==> config.mk <==
export PLATFORM = sky130hd
export DESIGN_NAME = muldiv_iter
export DESIGN_NICKNAME = d
export VERILOG_FILES = /design/src/rtl/muldiv_iter.sv
export SDC_FILE = /design/constraint.sdc
export NUM_CORES = 1
export LEC_CHECK = 0
export ABC_AREA = 1
export BUFFER_PORTS_ARGS = -buffer_cell sky130_fd_sc_hd__buf_2
export CAP_MARGIN = 0
export CORE_ASPECT_RATIO = 1.25
export CORE_UTILIZATION = 35
export CTS_CLUSTER_DIAMETER = 40
export DETAILED_ROUTE_END_ITERATION = 12
export PLACE_DENSITY_LB_ADDON = 0.1
export SLEW_MARGIN = 20
export SYNTH_ARGS = -nofsm -noshare
export SYNTH_HDL_FRONTEND = slang
export SYNTH_SLANG_ARGS = --single-unit
export TNS_END_PERCENT = 10
==> constraint.sdc <==
create_clock -name clk -period 18.1 [get_ports clk]
set_input_delay 3.62 -clock clk [delete_from_list [all_inputs] [get_ports clk]]
set_output_delay 3.62 -clock clk [all_outputs]
set_load 0.02 [all_outputs]
==> src/rtl/muldiv_iter.sv <==
// Iterative multiply/divide unit for the EXE stage.
// Executes MULT, MULTU, DIV and DIVU over WIDTH/BITS_PER_CYCLE cycles and
// returns a HI/LO pair, announced by a one-cycle done pulse.
// Handshake: start is a request taken only while the unit is idle (busy=0)
// and cancel=0; done is high for exactly the single cycle in which hi/lo
// first hold the new result; cancel aborts at any time with no done.
module muldiv_iter #(
    parameter int WIDTH          = 32,
    parameter int BITS_PER_CYCLE = 1
) (
    input  logic             clk,
    input  logic             reset,
    input  logic             start,
    input  logic [1:0]       op,
    input  logic [WIDTH-1:0] src1,
    input  logic [WIDTH-1:0] src2,
    input  logic             cancel,
    output logic             busy,
    output logic             done,
    output logic [WIDTH-1:0] hi,
    output logic [WIDTH-1:0] lo
);

    localparam int N   = WIDTH / BITS_PER_CYCLE;
    localparam int CW  = $clog2(N + 1);
    localparam int BPC = BITS_PER_CYCLE;

    localparam logic [CW-1:0]    CNT_LAST = CW'(N - 1);
    localparam logic [WIDTH:0]   MAG_ONE  = (WIDTH + 1)'(1);
    localparam logic [WIDTH:0]   MAG_MIN  = MAG_ONE << (WIDTH - 1);
    localparam logic [WIDTH-1:0] LO_OVF   = {1'b1, {(WIDTH - 1){1'b0}}};

    // Reject parameter combinations the datapath cannot handle.
    if ((WIDTH % 2) != 0 || WIDTH < 4) begin : g_bad_width
        $error("muldiv_iter: WIDTH must be even and at least 4");
    end
    if (!(BPC == 1 || BPC == 2 || BPC == 4) || (WIDTH % BPC) != 0) begin : g_bad_bpc
        $error("muldiv_iter: BITS_PER_CYCLE must be 1, 2 or 4 and divide WIDTH");
    end

    typedef enum logic [1:0] {
        S_IDLE = 2'd0,
        S_CALC = 2'd1,
        S_DONE = 2'd2
    } state_t;

    state_t state;
    state_t state_nx;

    // FSM-derived strobes
    logic accept;   // operation accepted this cycle
    logic finish;   // last CALC cycle, results load at the coming edge

    // Operand decode and magnitudes (W+1 bits keep |-2^(W-1)| exact)
    logic           sign_a;
    logic           sign_b;
    logic [WIDTH:0] ext_a;
    logic [WIDTH:0] ext_b;
    logic [WIDTH:0] abs_a;
    logic [WIDTH:0] abs_b;

    // Latched operation context
    logic             is_div_q;
    logic             neg_q;      // product / quotient must be negated
    logic             neg_rem_q;  // remainder takes the dividend's sign
    logic [WIDTH-1:0] src1_q;     // raw dividend for the divide-by-zero result
    logic [WIDTH:0]   mag_a;
    logic [WIDTH:0]   mag_b;
    logic [CW-1:0]    cnt;

    // Shared accumulator: multiply {partial product, multiplier},
    // divide {partial remainder, dividend/quotient}.
    logic [2*WIDTH-1:0] acc;
    logic [2*WIDTH-1:0] acc_step;

    // Multiply step intermediates
    logic [WIDTH+BPC-1:0] mul_pp;
    logic [WIDTH+BPC-1:0] mul_sum;
    logic [2*WIDTH-1:0]   mul_next;

    // Divide step intermediates
    logic [WIDTH:0]     div_rs;
    logic [WIDTH-1:0]   div_rem;
    logic [WIDTH-1:0]   div_quo;
    logic [2*WIDTH-1:0] div_next;

    // Sign-corrected results
    logic [2*WIDTH-1:0] prod;
    logic [WIDTH-1:0]   res_hi;
    logic [WIDTH-1:0]   res_lo;

    assign busy = (state != S_IDLE);
    assign done = (state == S_DONE);

    // State register; reset or a mid-operation reset discards any work.
    always_ff @(posedge clk or posedge reset) begin
        if (reset) begin
            state <= S_IDLE;
        end else begin
            state <= state_nx;
        end
    end

    // Next state and strobes; cancel overrides everything, including start.
    always_comb begin
        state_nx = state;
        accept   = 1'b0;
        finish   = 1'b0;
        if (cancel) begin
            state_nx = S_IDLE;
        end else begin
            case (state)
                S_IDLE: begin
                    if (start) begin
                        state_nx = S_CALC;
                        accept   = 1'b1;
                    end
                end
                S_CALC: begin
                    if (cnt == CNT_LAST) begin
                        state_nx = S_DONE;
                        finish   = 1'b1;
                    end
                end
                S_DONE: begin
                    state_nx = S_IDLE;
                end
                default: begin
                    state_nx = S_IDLE;
                end
            endcase
        end
    end

    // Operand signs and magnitudes; unsigned ops see both signs as zero.
    always_comb begin
        sign_a = ~op[0] & src1[WIDTH-1];
        sign_b = ~op[0] & src2[WIDTH-1];
        ext_a  = {sign_a, src1};
        ext_b  = {sign_b, src2};
        abs_a  = sign_a ? (~ext_a + MAG_ONE) : ext_a;
        abs_b  = sign_b ? (~ext_b + MAG_ONE) : ext_b;
    end

    // Shift-add: fold BPC multiplier bits into the upper half, then shift right.
    always_comb begin
        mul_pp = '0;
        for (int j = 0; j < BPC; j++) begin
            if (acc[j]) begin
                mul_pp = mul_pp + ({{BPC{1'b0}}, mag_a[WIDTH-1:0]} << j);
            end
        end
        mul_sum  = {{BPC{1'b0}}, acc[2*WIDTH-1:WIDTH]} + mul_pp;
        mul_next = (2*WIDTH)'({mul_sum, acc[WIDTH-1:0]} >> BPC);
    end

    // Restoring division: BPC shift/compare/subtract steps per cycle.
    always_comb begin
        div_rem = acc[2*WIDTH-1:WIDTH];
        div_quo = acc[WIDTH-1:0];
        div_rs  = '0;
        for (int j = 0; j < BPC; j++) begin
            div_rs = {div_rem, div_quo[WIDTH-1]};
            if (div_rs >= mag_b) begin
                div_rem = WIDTH'(div_rs - mag_b);
            end else begin
                div_rem = div_rs[WIDTH-1:0];
            end
            div_quo = {div_quo[WIDTH-2:0], (div_rs >= mag_b)};
        end
        div_next = {div_rem, div_quo};
    end

    assign acc_step = is_div_q ? div_next : mul_next;

    // Sign correction and the divide special cases, applied to the final step.
    always_comb begin
        prod   = neg_q ? (~acc_step + (2*WIDTH)'(1)) : acc_step;
        res_hi = prod[2*WIDTH-1:WIDTH];
        res_lo = prod[WIDTH-1:0];
        if (is_div_q) begin
            res_lo = neg_q     ? (~acc_step[WIDTH-1:0] + WIDTH'(1))
                               : acc_step[WIDTH-1:0];
            res_hi = neg_rem_q ? (~acc_step[2*WIDTH-1:WIDTH] + WIDTH'(1))
                               : acc_step[2*WIDTH-1:WIDTH];
            if (mag_b == '0) begin
                res_lo = '1;
                res_hi = src1_q;
            end else if (neg_rem_q && !neg_q && mag_a == MAG_MIN && mag_b == MAG_ONE) begin
                // -2^(W-1) / -1 does not fit; return the most negative quotient.
                res_lo = LO_OVF;
                res_hi = '0;
            end
        end
    end

    // Operand capture on accept, one iteration per CALC cycle otherwise.
    always_ff @(posedge clk or posedge reset) begin
        if (reset) begin
            is_div_q  <= 1'b0;
            neg_q     <= 1'b0;
            neg_rem_q <= 1'b0;
            src1_q    <= '0;
            mag_a     <= '0;
            mag_b     <= '0;
            cnt       <= '0;
            acc       <= '0;
        end else if (accept) begin
            is_div_q  <= op[1];
            neg_q     <= sign_a ^ sign_b;
            neg_rem_q <= sign_a;
            src1_q    <= src1;
            mag_a     <= abs_a;
            mag_b     <= abs_b;
            cnt       <= '0;
            acc       <= op[1] ? {{WIDTH{1'b0}}, abs_a[WIDTH-1:0]}
                               : {{WIDTH{1'b0}}, abs_b[WIDTH-1:0]};
        end else if (state == S_CALC && !cancel) begin
            acc <= acc_step;
            cnt <= cnt + CW'(1);
        end
    end

    // HI/LO change only when entering DONE and hold until the next completion.
    always_ff @(posedge clk or posedge reset) begin
        if (reset) begin
            hi <= '0;
            lo <= '0;
        end else if (finish) begin
            hi <= res_hi;
            lo <= res_lo;
        end
    end

endmodule

* After elaboration in Yosys (flattened, before gate mapping)
Cells that the tools add are included.
W data, S select, Z words.
** Operators by class
- Add/subtract/negate cells :: 8
- Eq/ne operators :: 7
- Reductions and logical operators :: 11
- $lt $le $gt $ge :: 1
- Bitwise gates (word level) :: 9
- Mux-type cells :: 29
** Operators by type and width (count)
- $mux W32 :: 11
- $mux W64 :: 4
- $add A33 B1 Y33 const B :: 2
- $mux W33 :: 2
- $not A33 Y33 :: 2
- $add A32 B1 Y32 const B :: 2
- $add A64 B1 Y64 const B :: 1
- $not A32 Y32 :: 2
- $not A64 Y64 :: 1
- $add A32 B32 Y33 :: 1
- $eq A33 B1 Y1 const B :: 1
- $eq A33 B32 Y1 const B :: 1
- $ge A33 B33 Y1 :: 1
- $logic_not A33 Y1 :: 1
- $sub A32 B32 Y32 :: 1
- $mux W6 :: 2
- $add A6 B1 Y6 const B :: 1
- $eq A6 B5 Y1 const B :: 1
- $mux W1 :: 6
- $mux W2 :: 3
- $ne A3 B3 Y1 const B :: 2
- $logic_and A1 B1 Y1 :: 4
- $pmux W2 S2 :: 1
- $reduce_bool A2 Y1 :: 2
- 8 further kinds :: 10
** Word-level totals
- Register bits after elaboration :: 237
- Word-level logic and storage cells :: 76
- Bits of input ports :: 70

* Depth between registers and ports, before layout
Gate-level depths: netlist of the first run.
- Depth after elaboration :: 9
- Depth in mapped cells :: 35

* Worst setup path before layout of the first run
OpenSTA, ideal clock, no wires.
- Path type :: input to register
- Start point :: input port src1[0]
- End point :: register acc[28]
- Cell stages on the path :: 17
- Slack :: 12.398 ns
- Arrival :: 5.583 ns
- Library setup time :: 0.120 ns
- Cell sequence :: inv_1 > ha_1 > nand3_1 > nor2_1 > nand4_1 > nand3b_1 > nor2_1 > nand3_1 > nor2_1 > nand3_1 > o21ai_0 > nand2_1 > xor2_1 > nand2_1 > o221ai_1 > o21ai_0 > inv_1
** Between the ends
- Word-level cells in the longest chain between the ends :: 5
** Ends and longest elaborated chain
- from (decl) :: RTL line 15 : input logic [WIDTH-1:0] src1,
- $not A33 Y33 :: RTL line 141 : abs_a = sign_a ? (~ext_a + MAG_ONE) : ext_a;
- $add A33 B1 Y33 :: RTL line 141
- $mux W33 :: RTL line 141
- $mux W32 :: RTL line 216 : acc <= op[1] ? {{WIDTH{1'b0}}, abs_a[WIDTH-1:0]}
- $mux W64 :: RTL line 208 : end else if (accept) begin
- to (signal assigned) :: RTL line 216
- to (signal assigned) :: RTL line 219 : acc <= acc_step;
- to (decl) :: RTL line 73 : logic [2*WIDTH-1:0] acc;
No other way between the ends.
A chain may end at the register's enable or synchronous reset.

* Worst setup path in the final report of the first run
- Start point :: input port cancel
- End point :: register acc[7]
** Between the ends
- Word-level cells in the longest chain between the ends :: 3
** Ends and longest elaborated chain
- from (decl) :: RTL line 17 : input logic cancel,
- $logic_not A1 Y1 :: RTL line 218 : end else if (state == S_CALC && !cancel) begin
- $logic_and A1 B1 Y1 :: RTL line 218
- $reduce_bool A2 Y1 (no line)
Several ways; a longest one is shown, not always the timed one.

==> impl_metrics.json, run 1 <==
{
  "outcome": "complete, but fails checks",
  "violations": "design-rule violations",
  "worst_ir_drop_vdd_v": 0.00009238,
  "dp.cells": 4130,
  "cts_buffers": 45,
  "critical_path.top_delay_family": "buffers and inverters",
  "hold_path_class": "reg -> reg",
  "drtIter0Drc": 2011,
  "crit_required_ns": 18.61,
  "drt-total-wl_mm": 96.23,
  "power_density_nw_per_um2": 174.3,
  "relSlewSlack": 0.2391,
  "placeableCoreArea_sq_um": 58470,
  "grt_max_degree": 111,
  "fillers": 6450,
  "final_net_count": 3562,
  "grt_usage": 0.3199,
  "die_area_sq_um": 60190,
  "final_util": 0.4031,
  "yosys_warnings": 0,
  "clk_latency_ns": 0.59,
  "hold_buffers": 0,
  "routedWlPerCell_um": 22.84,
  "vias_per_cell": 5.359,
  "hold_slack_ns": 0.4715,
  "rsz0062_at_grt": "false",
  "initial_core_util": 0.3544,
  "gp_congestion": 0.9751,
  "io_buffers": 135,
  "yosys.cell_types.count": 56,
  "clock_path_buffers": 3,
  "ys_top_cells_by_area": "dfrtp_1 28%, nand2_1 18%, inv_1 9.0%, nand3_1 7.3%, nor2_1 5.3%",
  "grt_antenna_before_repair": 1,
  "die_y_um": 274.0,
  "final_cell_mix": "992 x nand2_1, 495 x inv_1, 301 x nand3_1, 289 x nor2_1, 234 x dfrtp_1",
  "die_x_um": 219.6,
  "worst_path_largest_cell_delay_ns": 0.77,
  "reg2reg_slack_ns": 12.01,
  "synth_top_area_frac": 0.2850,
  "cp_num_buf_inv": 7,
  "hold_viol_final": 0,
  "htree_levels": 2,
  "p_leak_nw": 12.46,
  "root_buffer": "clkbuf_16",
  "fmax_ghz": 0.1559,
  "synth_cells": 3330,
  "drv_cap": 0,
  "cts_resized": 0,
  "crit_path_end_kind": "register",
  "crit_chain": "buf_2 -> inv_1 -> nand3_4 -> clkinv_2 -> nor2_2 -> buf_4 -> inv_1 -> buf_4 -> o211ai_1 -> o21ai_0 -> inv_1",
  "slowest_stage": "clkinv_2",
  "syn_to_final_growth_pct": 13.73,
  "layout-drive-gt1-share": 0.1093,
  "synth_area_sq_um": 20720,
  "cts_setup_buffers": 0,
  "multi_input_area_sq_um": 12390,
  "tightest_slew_ns": 1.138,
  "avgSynthCellArea_sq_um": 6.223,
  "tns_ns": 0,
  "drc": 2,
  "cts_tree": "yes",
  "ant_nets": 0,
  "critPathArrivalTime_ns": 6.92,
  "setup_viol_count_final": 0,
  "grt_pass1_vias": 21868,
  "critPathLaunchType": "input pin",
  "seq_area_frac_synth": 0.2850,
  "grt_pass1_wl_mm": 141.2,
  "firstDrtPassIters": 10,
  "clock-sinks": 236,
  "crit_type": "in -> reg",
  "syn_nets": 3472,
  "final_cells": 4214,
  "slew_violations": 0,
  "netlist.top_cell.by_area": "dfrtp_1",
  "crit_fanout": 74,
  "path_common_cell": "inv_1",
  "finalCritPeriodShare": 0.3544,
  "place_hpwl_mm": 76.34,
  "num_vias": 22581,
  "clk_pin_slew_ns": 0.05,
  "min_period_ns": 6.415,
  "pre_cts_ws_ns": 11.06,
  "n_antenna_cell": 0,
  "grt-ovfl-total": 0,
  "regArea_sq_um": 5911,
  "rows": 99,
  "finalWorstSetupSlack_ns": 11.68,
  "mostFrequentLayoutCell": "nand2_1",
  "finClkSkew_ns": 0.02640,
  "ios": 136,
  "synth_seq_cells": 236
}
## report_power, final
group | leakage [nW] | internal, mW | switching [mW]
clock network | 0.733 | 0.525 | 0.339
registers | 3.04 | 0.633 | 0.145
logic | 8.69 | 0.683 | 1.78
total | 12.5 | 1.84 | 2.27
## cells by family after synthesis
family / count (synthesis) / synth area share
buf+inv: 628 / 0.1185
compound gates: 475 / 0.1281
xor+xnor: 88 / 0.03719
fa+ha+maj: 72 / 0.04420
simple gates: 1831 / 0.3871
flops: 236 / 0.2850
## stage by stage
| step | total power [mW] | cell area [sq um] |
|---|---|---|
| 2_1_floorplan | 2.387 | 20720 |
| 5_1_grt | 4.382 | 23570 |
| 6_report | 4.107 | 23570 |
| 4_1_cts | 4.095 | 23570 |
| 3_5_place_dp | 3.216 | 22030 |
| 3_3_place_gp | 3.213 | 22030 |
## metal layers
layer | GRT usage | part of all wire
met5 | 0 | 0.00018
met3 | 0.03006 | 0.041
met2 | 0.5302 | 0.47
met4 | 0.1995 | 0.071
met1 | 0.3984 | 0.42
## worst min-delay path, stage by stage, from the launching register on
cell and delay, ns:
dfrtp_1 0.33, nand2_1 0.05, nand2_1 0.05
## layout make-up
type,instances,area share
Clock buffer,50,0.04990
Clock inverter,34,0.01529
Inverter,514,0.08224
Multi-Input combinational cell,2466,0.5259
Sequential cell,236,0.2508
Tap cell,757,0.04019
Timing Repair Buffer,157,0.03568
## Yosys cell counts, drive strengths merged
cell / instances
a31oi: 13
or4: 2
nor3b: 1
o211ai: 13
inv: 510
a32oi: 3
o21a: 2
a21oi: 146
a41oi: 2
and3: 3
xnor2: 13
o22a: 1
nand2b: 1
buf: 40
xor2: 75
nor3: 31
ha: 70
or2: 25
nor2: 329
fa: 2
dfrtp: 236
o21bai: 8
o2bb2ai: 2
a221oi: 2
o22ai: 19
nor4: 29
o31ai: 5
o2111ai: 3
clkbuf: 74
a22oi: 14
nand4: 54
o221ai: 13
clkinv: 4
and2: 2
o21ai: 229
nand3: 324
nand3b: 14
nand2: 1016
## registers in the layout, summed over array words and instances (netlist names)
name       count
cnt            6
mag_a         32
state          2
src1_q        32
neg_q          1
mag_b         33
acc           64
neg_rem_q      1
lo            32
is_div_q       1
hi            32
## path summary, 6_finish.rpt
check,startpoint,endpoint,cells after the start
min reg2reg,hi[7]$_DFFE_PP0P_,hi[7]$_DFFE_PP0P_,2
min,hi[7]$_DFFE_PP0P_,hi[7]$_DFFE_PP0P_,2
max,cancel,acc[7]$_DFFE_PP0P_,11
max reg2reg,acc[42]$_DFFE_PP0P_,hi[4]$_DFFE_PP0P_,29
min in group asynchronous,reset,src1_q[7]$_DFFE_PP0P_,2
max in group asynchronous,reset,is_div_q$_DFFE_PP0P_,4
Power figures use the tool's default switching activity.
==> inputs of run 2 (changes only) <==
==> constraint.sdc (replaced) <==
create_clock -name clk -period 6.6 [get_ports clk]
set_input_delay 1.32 -clock clk [delete_from_list [all_inputs] [get_ports clk]]
set_output_delay 1.32 -clock clk [all_outputs]
set_load 0.02 [all_outputs]
==> run 2 against run 1 <==
The run still ends with design-rule violations left. Power increased to 2.9 times the previous value. Sequential cell count unchanged. Sequential share of layout area decreased by 0.49 points. Clock skew increased by 0.0031 ns. Global-route usage increased by 1.5 points. Utilization increased by 0.80 points. Count of clock-buffer cells in the layout increased by 11. Final cell count increased by 0.62%. Critical path depth increased by 18. Worst hold slack improved by 0.0024 ns.
==> impl_metrics.json, run 2 (same netlist as run 1, synthesis figures left out) <==
{
  "finalWorstSetupSlack_ns": 1.277,
  "io_buffers": 135,
  "drc": 4,
  "grt_max_degree": 140,
  "root_buffer": "clkbuf_16",
  "intPower_mw": 5.419,
  "pre_cts_ws_ns": 1.448,
  "initial_core_util": 0.3544,
  "reg2reg_slack_ns": 1.28,
  "hold_buffers": 0,
  "power.share.clock": 0.244,
  "fmax_ghz": 0.1879,
  "tightest_slew_ns": 1.056,
  "p_sw_mw": 6.491,
  "critPathArrivalTime_ns": 5.85,
  "num_vias": 23098,
  "dp.cells": 4134,
  "min_period_ns": 5.323,
  "placeableCoreArea_sq_um": 58470,
  "relSlewSlack": 0.2954,
  "cts_buffers": 56,
  "cts_tree": "yes",
  "ant_nets": 0,
  "grt-ovfl-total": 0,
  "crit_type": "reg -> reg",
  "p_comb_frac": 0.582,
  "worst_path_largest_cell_delay_ns": 0.45,
  "regMostFlops": "acc",
  "n_antenna_cell": 0,
  "firstDrtPassIters": 9,
  "routedWlPerCell_um": 23.83,
  "mostFrequentLayoutCell": "nand2_1",
  "gp_congestion": 0.9804,
  "worst_ir_drop_vdd_v": 0.0002694,
  "setup_viol_count_final": 0,
  "rows": 99,
  "path_common_cell": "nand2_1",
  "p_sw_frac": 0.5450,
  "cts_setup_buffers": 0,
  "die_x_um": 219.6,
  "htree_levels": 2,
  "die_y_um": 274.0,
  "final_cells": 4240,
  "finClkSkew_ns": 0.02954,
  "die_area_sq_um": 60190,
  "grt_antenna_before_repair": 3,
  "drtIter0Drc": 1955,
  "crit_required_ns": 7.13,
  "slowest_stage": "nor2_4",
  "power_density_nw_per_um2": 495.5,
  "crit_fanout": 37,
  "tns_ns": 0,
  "clock_path_buffers": 3,
  "p_leak_nw": 12.68,
  "hold_slack_ns": 0.4740,
  "rsz0062_at_grt": "false",
  "slew_violations": 0,
  "crit_path_end_kind": "register",
  "clock-sinks": 236,
  "ios": 136,
  "grt_usage": 0.3347,
  "clk_latency_ns": 0.65,
  "vias_per_cell": 5.448,
  "place_hpwl_mm": 80.52,
  "largest_register_ffs": 64,
  "grt_pass1_vias": 22281,
  "finalCritPeriodShare": 0.8064,
  "reg.largest.list": "acc (64), mag_b (33)",
  "hold_path_class": "reg -> reg",
  "outcome": "complete, but fails checks",
  "clk_pin_slew_ns": 0.05,
  "power_frac_seq": 0.174,
  "layout-drive-gt1-share": 0.1166,
  "cts_resized": 0,
  "grt_pass1_wl_mm": 146.2,
  "final_net_count": 3577,
  "syn_to_final_growth_pct": 16.00,
  "final_cell_mix": "992 x nand2_1, 495 x inv_1, 301 x nand3_1, 289 x nor2_1, 234 x dfrtp_1",
  "drt-total-wl_mm": 101.0,
  "hold_viol_final": 0,
  "violations": "design-rule violations",
  "critPathLaunchType": "register",
  "drv_cap": 0
}
[run 2: metrics by stage]
step           cell area, sq um  power, mW    util
4_1_cts                   24040      11.87  0.4111
3_3_place_gp              22080      8.910  0.3776
5_1_grt                   24040      12.62  0.4111
3_5_place_dp              22080      8.907  0.3776
6_report                  24040      11.91  0.4111
2_1_floorplan             20730      6.546       -
[run 2: layer usage]
metal  up-vias  wire length, um  share of wire  track usage
met5         -                0              0            0
met4         0             7180          0.071       0.2163
met3       240             5412          0.054      0.03638
met2       857            47440           0.47       0.5534
met1     11073            40980           0.41       0.4119
li1      10928                -              -            -
[run 2: final cells by class]
class,count,area (sq um)
Clock buffer,61,1450
Clock inverter,45,511.7
Fill cell,6472,34430
Inverter,514,1933
Multi-Input combinational cell,2466,12400
Sequential cell,236,5911
Tap cell,757,947.2
Timing Repair Buffer,161,883.3
[run 2: path summary, 6_finish.rpt]
path | depth (start not counted) | to | start
setup / recovery | 29 | hi[24]$_DFFE_PP0P_ | acc[51]$_DFFE_PP0P_
max in group asynchronous | 3 | neg_q$_DFFE_PP0P_ | reset
hold / removal | 2 | hi[13]$_DFFE_PP0P_ | hi[13]$_DFFE_PP0P_
hold reg to reg | 2 | hi[13]$_DFFE_PP0P_ | hi[13]$_DFFE_PP0P_
min in group asynchronous | 2 | src1_q[23]$_DFFE_PP0P_ | reset
setup reg to reg | 29 | hi[24]$_DFFE_PP0P_ | acc[51]$_DFFE_PP0P_
[run 2: power by group through the flow]
| stage | Sequential, mW | Combinational (mW) | Clock (mW) |
|---|---|---|---|
| detailed placement | 2.08 | 6.82 | 0 |
| floorplan | 1.93 | 4.62 | 0 |
| finish | 2.07 | 6.94 | 2.91 |
| global route | 2.10 | 7.51 | 3.01 |
| global placement | 2.07 | 6.84 | 0 |
| CTS | 2.06 | 6.86 | 2.95 |
[run 2: critical path, delay by kind of cell, from the launching register on]
kind,cells,cell delay (ns)
simple gates,22,3.49
buf+inv,2,0.19
flops,1,0.43
compound gates,3,0.50
fa+ha+maj,2,0.56
